File: src/rtl/branch_predict_unit_pkg.sv
// Shared types and constants for the branch prediction unit: RISC-V control
// opcodes, branch condition codes, BTB entry layout and BHT reset state.
package bpu_pkg;

  localparam logic [6:0] OPC_JAL    = 7'b1101111;
  localparam logic [6:0] OPC_JALR   = 7'b1100111;
  localparam logic [6:0] OPC_BRANCH = 7'b1100011;

  typedef enum logic [2:0] {
    F3_BEQ  = 3'b000,
    F3_BNE  = 3'b001,
    F3_BLT  = 3'b100,
    F3_BGE  = 3'b101,
    F3_BLTU = 3'b110,
    F3_BGEU = 3'b111
  } funct3_e;

  // Tag is kept full width; the unused upper bits are always zero.
  typedef struct packed {
    logic        valid;
    logic [31:0] tag;
    logic [31:0] target;
    logic        is_jump;
  } btb_entry_t;

  localparam logic [1:0] BHT_RESET = 2'b01;

  function automatic logic [1:0] bht_next(input logic [1:0] cnt, input logic taken);
    logic [1:0] res;
    if (taken) begin
      res = (cnt == 2'b11) ? cnt : cnt + 2'd1;
    end else begin
      res = (cnt == 2'b00) ? cnt : cnt - 2'd1;
    end
    return res;
  endfunction

endpackage

File: src/rtl/branch_predict_unit_resolve.sv
// Combinational EX-stage evaluation of JAL/JALR/B-type outcome and target.
module bpu_resolve
  import bpu_pkg::*;
(
  input  logic [6:0]  opcode,
  input  logic [2:0]  funct3,
  input  logic [31:0] pc,
  input  logic [31:0] imm,
  input  logic [31:0] ra,
  input  logic [31:0] rb,
  output logic        is_ctl,
  output logic        jump,
  output logic        taken,
  output logic [31:0] target
);

  logic [31:0] jalr_sum_s;
  assign jalr_sum_s = ra + imm;

  // Decode the instruction class and evaluate the branch condition.
  always_comb begin
    is_ctl = 1'b0;
    jump   = 1'b0;
    taken  = 1'b0;
    target = 32'd0;
    if (opcode == OPC_JAL) begin
      is_ctl = 1'b1;
      jump   = 1'b1;
      taken  = 1'b1;
      target = pc + imm;
    end else if (opcode == OPC_JALR) begin
      is_ctl = 1'b1;
      jump   = 1'b1;
      taken  = 1'b1;
      target = {jalr_sum_s[31:1], 1'b0};
    end else if (opcode == OPC_BRANCH) begin
      is_ctl = 1'b1;
      target = pc + imm;
      case (funct3_e'(funct3))
        F3_BEQ:  taken = (ra == rb);
        F3_BNE:  taken = (ra != rb);
        F3_BLT:  taken = ($signed(ra) <  $signed(rb));
        F3_BGE:  taken = ($signed(ra) >= $signed(rb));
        F3_BLTU: taken = (ra <  rb);
        F3_BGEU: taken = (ra >= rb);
        default: begin
          is_ctl = 1'b0;
          target = 32'd0;
        end
      endcase
    end else begin
      is_ctl = 1'b0;
    end
  end

endmodule

File: src/rtl/branch_predict_unit.sv
// IF-stage BTB/BHT prediction with EX-stage resolution, mispredict redirect,
// registered flush and wrapping performance counters.
module branch_predict_unit
  import bpu_pkg::*;
#(
  parameter int BTB_ENTRIES = 16,
  parameter int BHT_ENTRIES = 64,
  parameter int CNT_W       = 32
) (
  input  logic             clk,
  input  logic             rst,
  input  logic             stall_i,
  input  logic             irq_flush_i,
  input  logic [31:0]      if_pc_i,
  output logic             pred_taken_o,
  output logic [31:0]      pred_target_o,
  input  logic             ex_valid_i,
  input  logic [6:0]       ex_opcode_i,
  input  logic [2:0]       ex_funct3_i,
  input  logic [31:0]      ex_pc_i,
  input  logic [31:0]      ex_imm_i,
  input  logic [31:0]      ex_ra_i,
  input  logic [31:0]      ex_rb_i,
  input  logic             ex_pred_taken_i,
  input  logic [31:0]      ex_pred_target_i,
  input  logic             hd_stall_i,
  output logic             ex_jump_o,
  output logic             ex_taken_o,
  output logic [31:0]      ex_target_o,
  output logic             redirect_o,
  output logic [31:0]      redirect_pc_o,
  output logic             flush_o,
  output logic [CNT_W-1:0] br_cnt_o,
  output logic [CNT_W-1:0] miss_cnt_o
);

  localparam int BTB_IDX_W = $clog2(BTB_ENTRIES);
  localparam int BHT_IDX_W = $clog2(BHT_ENTRIES);

  btb_entry_t       btb_r [BTB_ENTRIES];
  logic [1:0]       bht_r [BHT_ENTRIES];
  logic             flush_r;
  logic [CNT_W-1:0] br_cnt_r;
  logic [CNT_W-1:0] miss_cnt_r;

  logic [BTB_IDX_W-1:0] if_btb_idx_s, ex_btb_idx_s;
  logic [BHT_IDX_W-1:0] if_bht_idx_s, ex_bht_idx_s;
  logic [31:0]          if_tag_s, ex_tag_s;
  btb_entry_t           if_entry_s;
  logic                 if_hit_s;

  logic        is_ctl_s, ctl_s, mis_s, update_s;
  logic [31:0] ex_pc_plus4_s;

  assign if_btb_idx_s = if_pc_i[BTB_IDX_W+1:2];
  assign if_bht_idx_s = if_pc_i[BHT_IDX_W+1:2];
  assign if_tag_s     = if_pc_i >> (BTB_IDX_W + 2);
  assign ex_btb_idx_s = ex_pc_i[BTB_IDX_W+1:2];
  assign ex_bht_idx_s = ex_pc_i[BHT_IDX_W+1:2];
  assign ex_tag_s     = ex_pc_i >> (BTB_IDX_W + 2);

  assign if_entry_s    = btb_r[if_btb_idx_s];
  assign if_hit_s      = if_entry_s.valid & (if_entry_s.tag == if_tag_s);
  assign pred_taken_o  = if_hit_s & (if_entry_s.is_jump | bht_r[if_bht_idx_s][1]);
  assign pred_target_o = if_hit_s ? if_entry_s.target : (if_pc_i + 32'd4);

  bpu_resolve u_resolve (
    .opcode (ex_opcode_i),
    .funct3 (ex_funct3_i),
    .pc     (ex_pc_i),
    .imm    (ex_imm_i),
    .ra     (ex_ra_i),
    .rb     (ex_rb_i),
    .is_ctl (is_ctl_s),
    .jump   (ex_jump_o),
    .taken  (ex_taken_o),
    .target (ex_target_o)
  );

  assign ctl_s         = ex_valid_i & is_ctl_s;
  assign mis_s         = ctl_s & ((ex_taken_o != ex_pred_taken_i) |
                                  (ex_taken_o & (ex_target_o != ex_pred_target_i)));
  assign redirect_o    = mis_s & ~hd_stall_i;
  assign ex_pc_plus4_s = ex_pc_i + 32'd4;
  assign redirect_pc_o = ex_taken_o ? ex_target_o : ex_pc_plus4_s;
  assign update_s      = ctl_s & ~stall_i & ~hd_stall_i;

  // Table training, performance counters and flush register.
  always_ff @(posedge clk) begin
    if (rst) begin
      for (int i = 0; i < BTB_ENTRIES; i++) btb_r[i] <= '0;
      for (int i = 0; i < BHT_ENTRIES; i++) bht_r[i] <= BHT_RESET;
      br_cnt_r   <= '0;
      miss_cnt_r <= '0;
      flush_r    <= 1'b0;
    end else begin
      if (update_s) begin
        if (!ex_jump_o) begin
          bht_r[ex_bht_idx_s] <= bht_next(bht_r[ex_bht_idx_s], ex_taken_o);
        end
        if (ex_taken_o) begin
          btb_r[ex_btb_idx_s] <= '{valid: 1'b1, tag: ex_tag_s,
                                   target: ex_target_o, is_jump: ex_jump_o};
        end
        br_cnt_r <= br_cnt_r + CNT_W'(1);
        if (mis_s) begin
          miss_cnt_r <= miss_cnt_r + CNT_W'(1);
        end
      end
      if (!stall_i) begin
        flush_r <= irq_flush_i | redirect_o;
      end
    end
  end

  assign flush_o    = flush_r;
  assign br_cnt_o   = br_cnt_r;
  assign miss_cnt_o = miss_cnt_r;

endmodule

File: config.mk
export PLATFORM = sky130hd
export DESIGN_NAME = branch_predict_unit
export DESIGN_NICKNAME = d
export VERILOG_FILES = /design/src/rtl/branch_predict_unit_pkg.sv /design/src/rtl/branch_predict_unit_resolve.sv /design/src/rtl/branch_predict_unit.sv
export SDC_FILE = /design/constraint.sdc
export NUM_CORES = 2
export LEC_CHECK = 0
export BUFFER_PORTS_ARGS = -buffer_cell sky130_fd_sc_hd__buf_4
export CAP_MARGIN = 20
export CORE_MARGIN = 2
export CORE_UTILIZATION = 30
export DETAILED_ROUTE_END_ITERATION = 10
export GPL_TIMING_DRIVEN = 0
export PLACE_DENSITY = 0.53
export SKIP_CTS_REPAIR_TIMING = 1
export SYNTH_ARGS = -nofsm -noshare
export SYNTH_HDL_FRONTEND = slang
export SYNTH_SLANG_ARGS = --single-unit
File: constraint.sdc
create_clock -name clk -period 6.66 [get_ports clk]
set_input_delay 1.332 -clock clk [delete_from_list [all_inputs] [get_ports clk]]
set_output_delay 1.332 -clock clk [all_outputs]
set_load 0.02 [all_outputs]
==> metrics.md <==
| Metric | Value |
|---|---|
| Fin crit share | 99.3% |
| Power, Total | 16800 µW |
| Slowest-stage cell, CP | a221o_1 |
| Syn-to-layout area delta | 20.2% |
| Util after Layout | 36.3% |
| Final setup fails | 0 |
| Syn Inst Count | 4728 |
| # Max-Cap Violations | 0 |
| H-tree levels | 3 |
| Yosys warns | 0 |
| Crit path arrival time | 5.28 ns |
| # IOs | 374 |
| Clk sinks | 1153 |
| Final Hold Fails | 0 |
| Highest net fanout along the worst path | 9 |
| Final Wtd Congestion | 0.928 |
| Synth cell types | 89 |
| Dpl hpwl | 166000 µm |
| RSZ-0062 raised after global routing | yes |
| Vias | 43000 |
| Critical Path Start Type | primary input |
| Root buffer cell | clkbuf_16 |
| Total Wirelength | 225000 µm |
| Worst hold margin | 0.452 ns |
| Clk_skew | 0.0311 ns |
| 1st-iter DRT viols | 5099 |
| Die area | 0.200 mm² |
| Ys async rst share | 0% |
| Clock Latency Late Sink | 0.74 ns |
| EDFF count, synth | 1072 |
| Area taken by multi-input logic gates | 0.0239 mm² |
| Sequential cell area | 0.0338 mm² |
| Max Slew Vio Count | 0 |
| Grt ovf | 0 |
| CTS tree | yes |
| Largest net degree at the start of global routing | 41 |
| Die width | 447 µm |
| Global-route wire length before repair | 315000 µm |
| Deepest clock path buffer count | 3 |
| Wire length per cell | 28.0 µm |
| PwrDens | 238 mW/mm² |
| Share of layout cells above drive strength 1 | 21.4% |
| Placeable Area | 0.195 mm² |
| Max frequency | 151 MHz |
| ANT nets after route | 0 |
| DRC | 0 |
| Worst-path clk slew | 0.06 ns |
| Crit path time final | 6.61 ns |
| CP most frequent cell | buf_4 |
| Syn_nets | 5039 |
| TritonRoute pass-1 iters | 6 |
| Post-synth top flop | edfxtp_1 |
| Leak | 0.0239 µW |
| Synth Cell Area | 0.0589 mm² |
| Worst Path Required | 5.33 ns |
| Non-Filler Instances | 8030 |
| Worst setup EP type | output port |
| CP peak stage delay | 0.43 ns |
| Layout Nets | 5610 |
| Worst Hold Class | flip-flop to flip-flop |
| Max_slew headroom | 20.8% |
| Critical path class | primary input to output port |
| Die Ht | 447 µm |
| Initial antenna violation count | 19 |
| Site Rows | 162 |
| Number of cells after detailed placement | 7776 |
| TNS Setup | 0 ns |
| Fillcell total | 19300 |
| GRT Total Usage | 22.1% |
| IO Port Bufs | 369 |
| VDD IR-drop max | 224 µV |
| Num CTS Buffers | 119 |
| Outcome | finished, final reports clean |
| Vias in the first global route | 42500 |
| Crit-path cells | buf_4 -> ha_2 -> fa_2 -> a21o_1 -> a221o_1 -> o211ai_1 -> buf_4 -> nand4_1 -> nand3_1 -> and3_1 -> buf_6 -> xor2_1 -> nand3_1 -> nand4bb_2 -> nor4_4 -> buf_12 -> nor3_2 -> buf_4 |
| Via/cell ratio | 5.36 |
| Flops & latches, synth | 1153 |
| Sequential cell area fraction in the yosys report | 57.4% |
| Pin slew with the least headroom to its limit | 1.18 ns |
| Initial Util | 30.2% |
| Syn Area/Cell | 12.5 µm² |
-- registers in the layout, summed over array words and instances, names as in the netlist --
register	cells
btb_r	960
bht_r	128
br_cnt_o	32
miss_cnt_o	32
flush_o	1
-- cell families after synthesis --
| group | count (synthesis) | share of synthesized area, % |
|---|---|---|
| muxes | 338 | 12.6 |
| adders and majority gates | 103 | 2.21 |
| DFF | 1153 | 57.4 |
| AOI/OAI and AO/OA | 522 | 5.84 |
| buffers and inverters | 501 | 3.25 |
| xor gates and xnor gates | 168 | 2.50 |
| and+or+nand+nor | 1943 | 16.2 |
-- critical path: cells and delay by family --
| family | cells | cell delay, ns |
|---|---|---|
| adders and majority gates | 2 | 0.56 |
| xor gates and xnor gates | 1 | 0.18 |
| AOI/OAI and AO/OA | 3 | 0.87 |
| and+or+nand+nor | 7 | 1.37 |
| buffers and inverters | 5 | 0.94 |
-- power by group --
group | internal (µW) | total [µW] | switching, µW
registers | 8200 | 8280 | 84.9
clock network | 3490 | 6470 | 2980
logic | 807 | 2090 | 1280
total | 12500 | 16800 | 4340
-- area by class of cell --
cell class / instances / share of cell area [%]
inverters: 114 / 0.604
multi-input cells: 3074 / 33.8
clock buffers: 165 / 4.53
plain buffers: 372 / 2.27
clock inverters: 59 / 0.657
repair buffers: 465 / 5.78
flip-flops and latches: 1153 / 47.7
well taps: 2624 / 4.63
diodes: 4 / 0.0141
-- final timing paths --
path	endpoint	depth (start not counted)	startpoint	slack (ns)
worst min-delay path	btb_r[10][59]	2	btb_r[10][59]	0.45
worst max register to register	miss_cnt_o[31]	12	miss_cnt_o[3]	3.21
worst min register to register	btb_r[10][59]	2	btb_r[10][59]	0.45
worst max-delay path	redirect_o	18	ex_pc_i[0]	0.05
-- layer usage --
layer  up-vias  global-route usage (%)  wire [µm]
met5         -                       0         61
met4         8                    8.44       9740
met3       377                    4.03      19100
met2      2097                    34.9     104000
met1     22000                    30.0      92100
li1      18600                       -          -
-- stage by stage --
stage	area, µm²	setup WS (ns)
after floorplan	58900	0.397
after global placement	65000	-3.47
after detailed placement	66100	-2.37
after CTS	69700	-2.38
after global routing	70800	-0.0262
final	70800	0.0450
-- layout by cell type (no fill, tap or decap), drive strengths merged, types with 33 or more instances in the layout --
cell / synthesis / final
nand2: 237 / 237
nand4: 80 / 80
inv: 113 / 116
a21oi: 147 / 147
edfxtp: 1072 / 1072
and3: 40 / 40
nand2b: 92 / 92
o21ai: 108 / 108
clkinv: 1 / 53
nor2: 771 / 771
mux4: 321 / 321
xnor2: 88 / 88
nand3: 139 / 139
o31ai: 33 / 33
clkbuf: 335 / 493
and2: 411 / 411
xor2: 80 / 80
ha: 100 / 100
nor3: 45 / 45
buf: 52 / 509
dfxtp: 81 / 81
a22oi: 73 / 73
-- synthesized netlist by cell type (17+ instances only) --
library cell,number,area [µm²]
nand4_1,80,500
ha_1,100,1250
nand3_1,139,696
clkbuf_1,333,1250
inv_1,111,417
a21oi_1,147,736
and3_1,40,250
nor4_1,18,113
buf_1,35,131
a22oi_1,68,510
and2_1,411,2570
nand2_1,237,890
or4_1,31,233
a21o_1,23,173
o31ai_1,33,248
o21a_1,17,128
edfxtp_1,1072,32200
o21ai_0,104,521
nor2b_1,18,113
xnor2_1,88,771
nor3_1,44,220
dfxtp_1,81,1620
nor2_1,771,2890
mux4_2,321,7230
nand2b_1,92,576
xor2_1,80,701
Power figures use the tool's default switching activity.
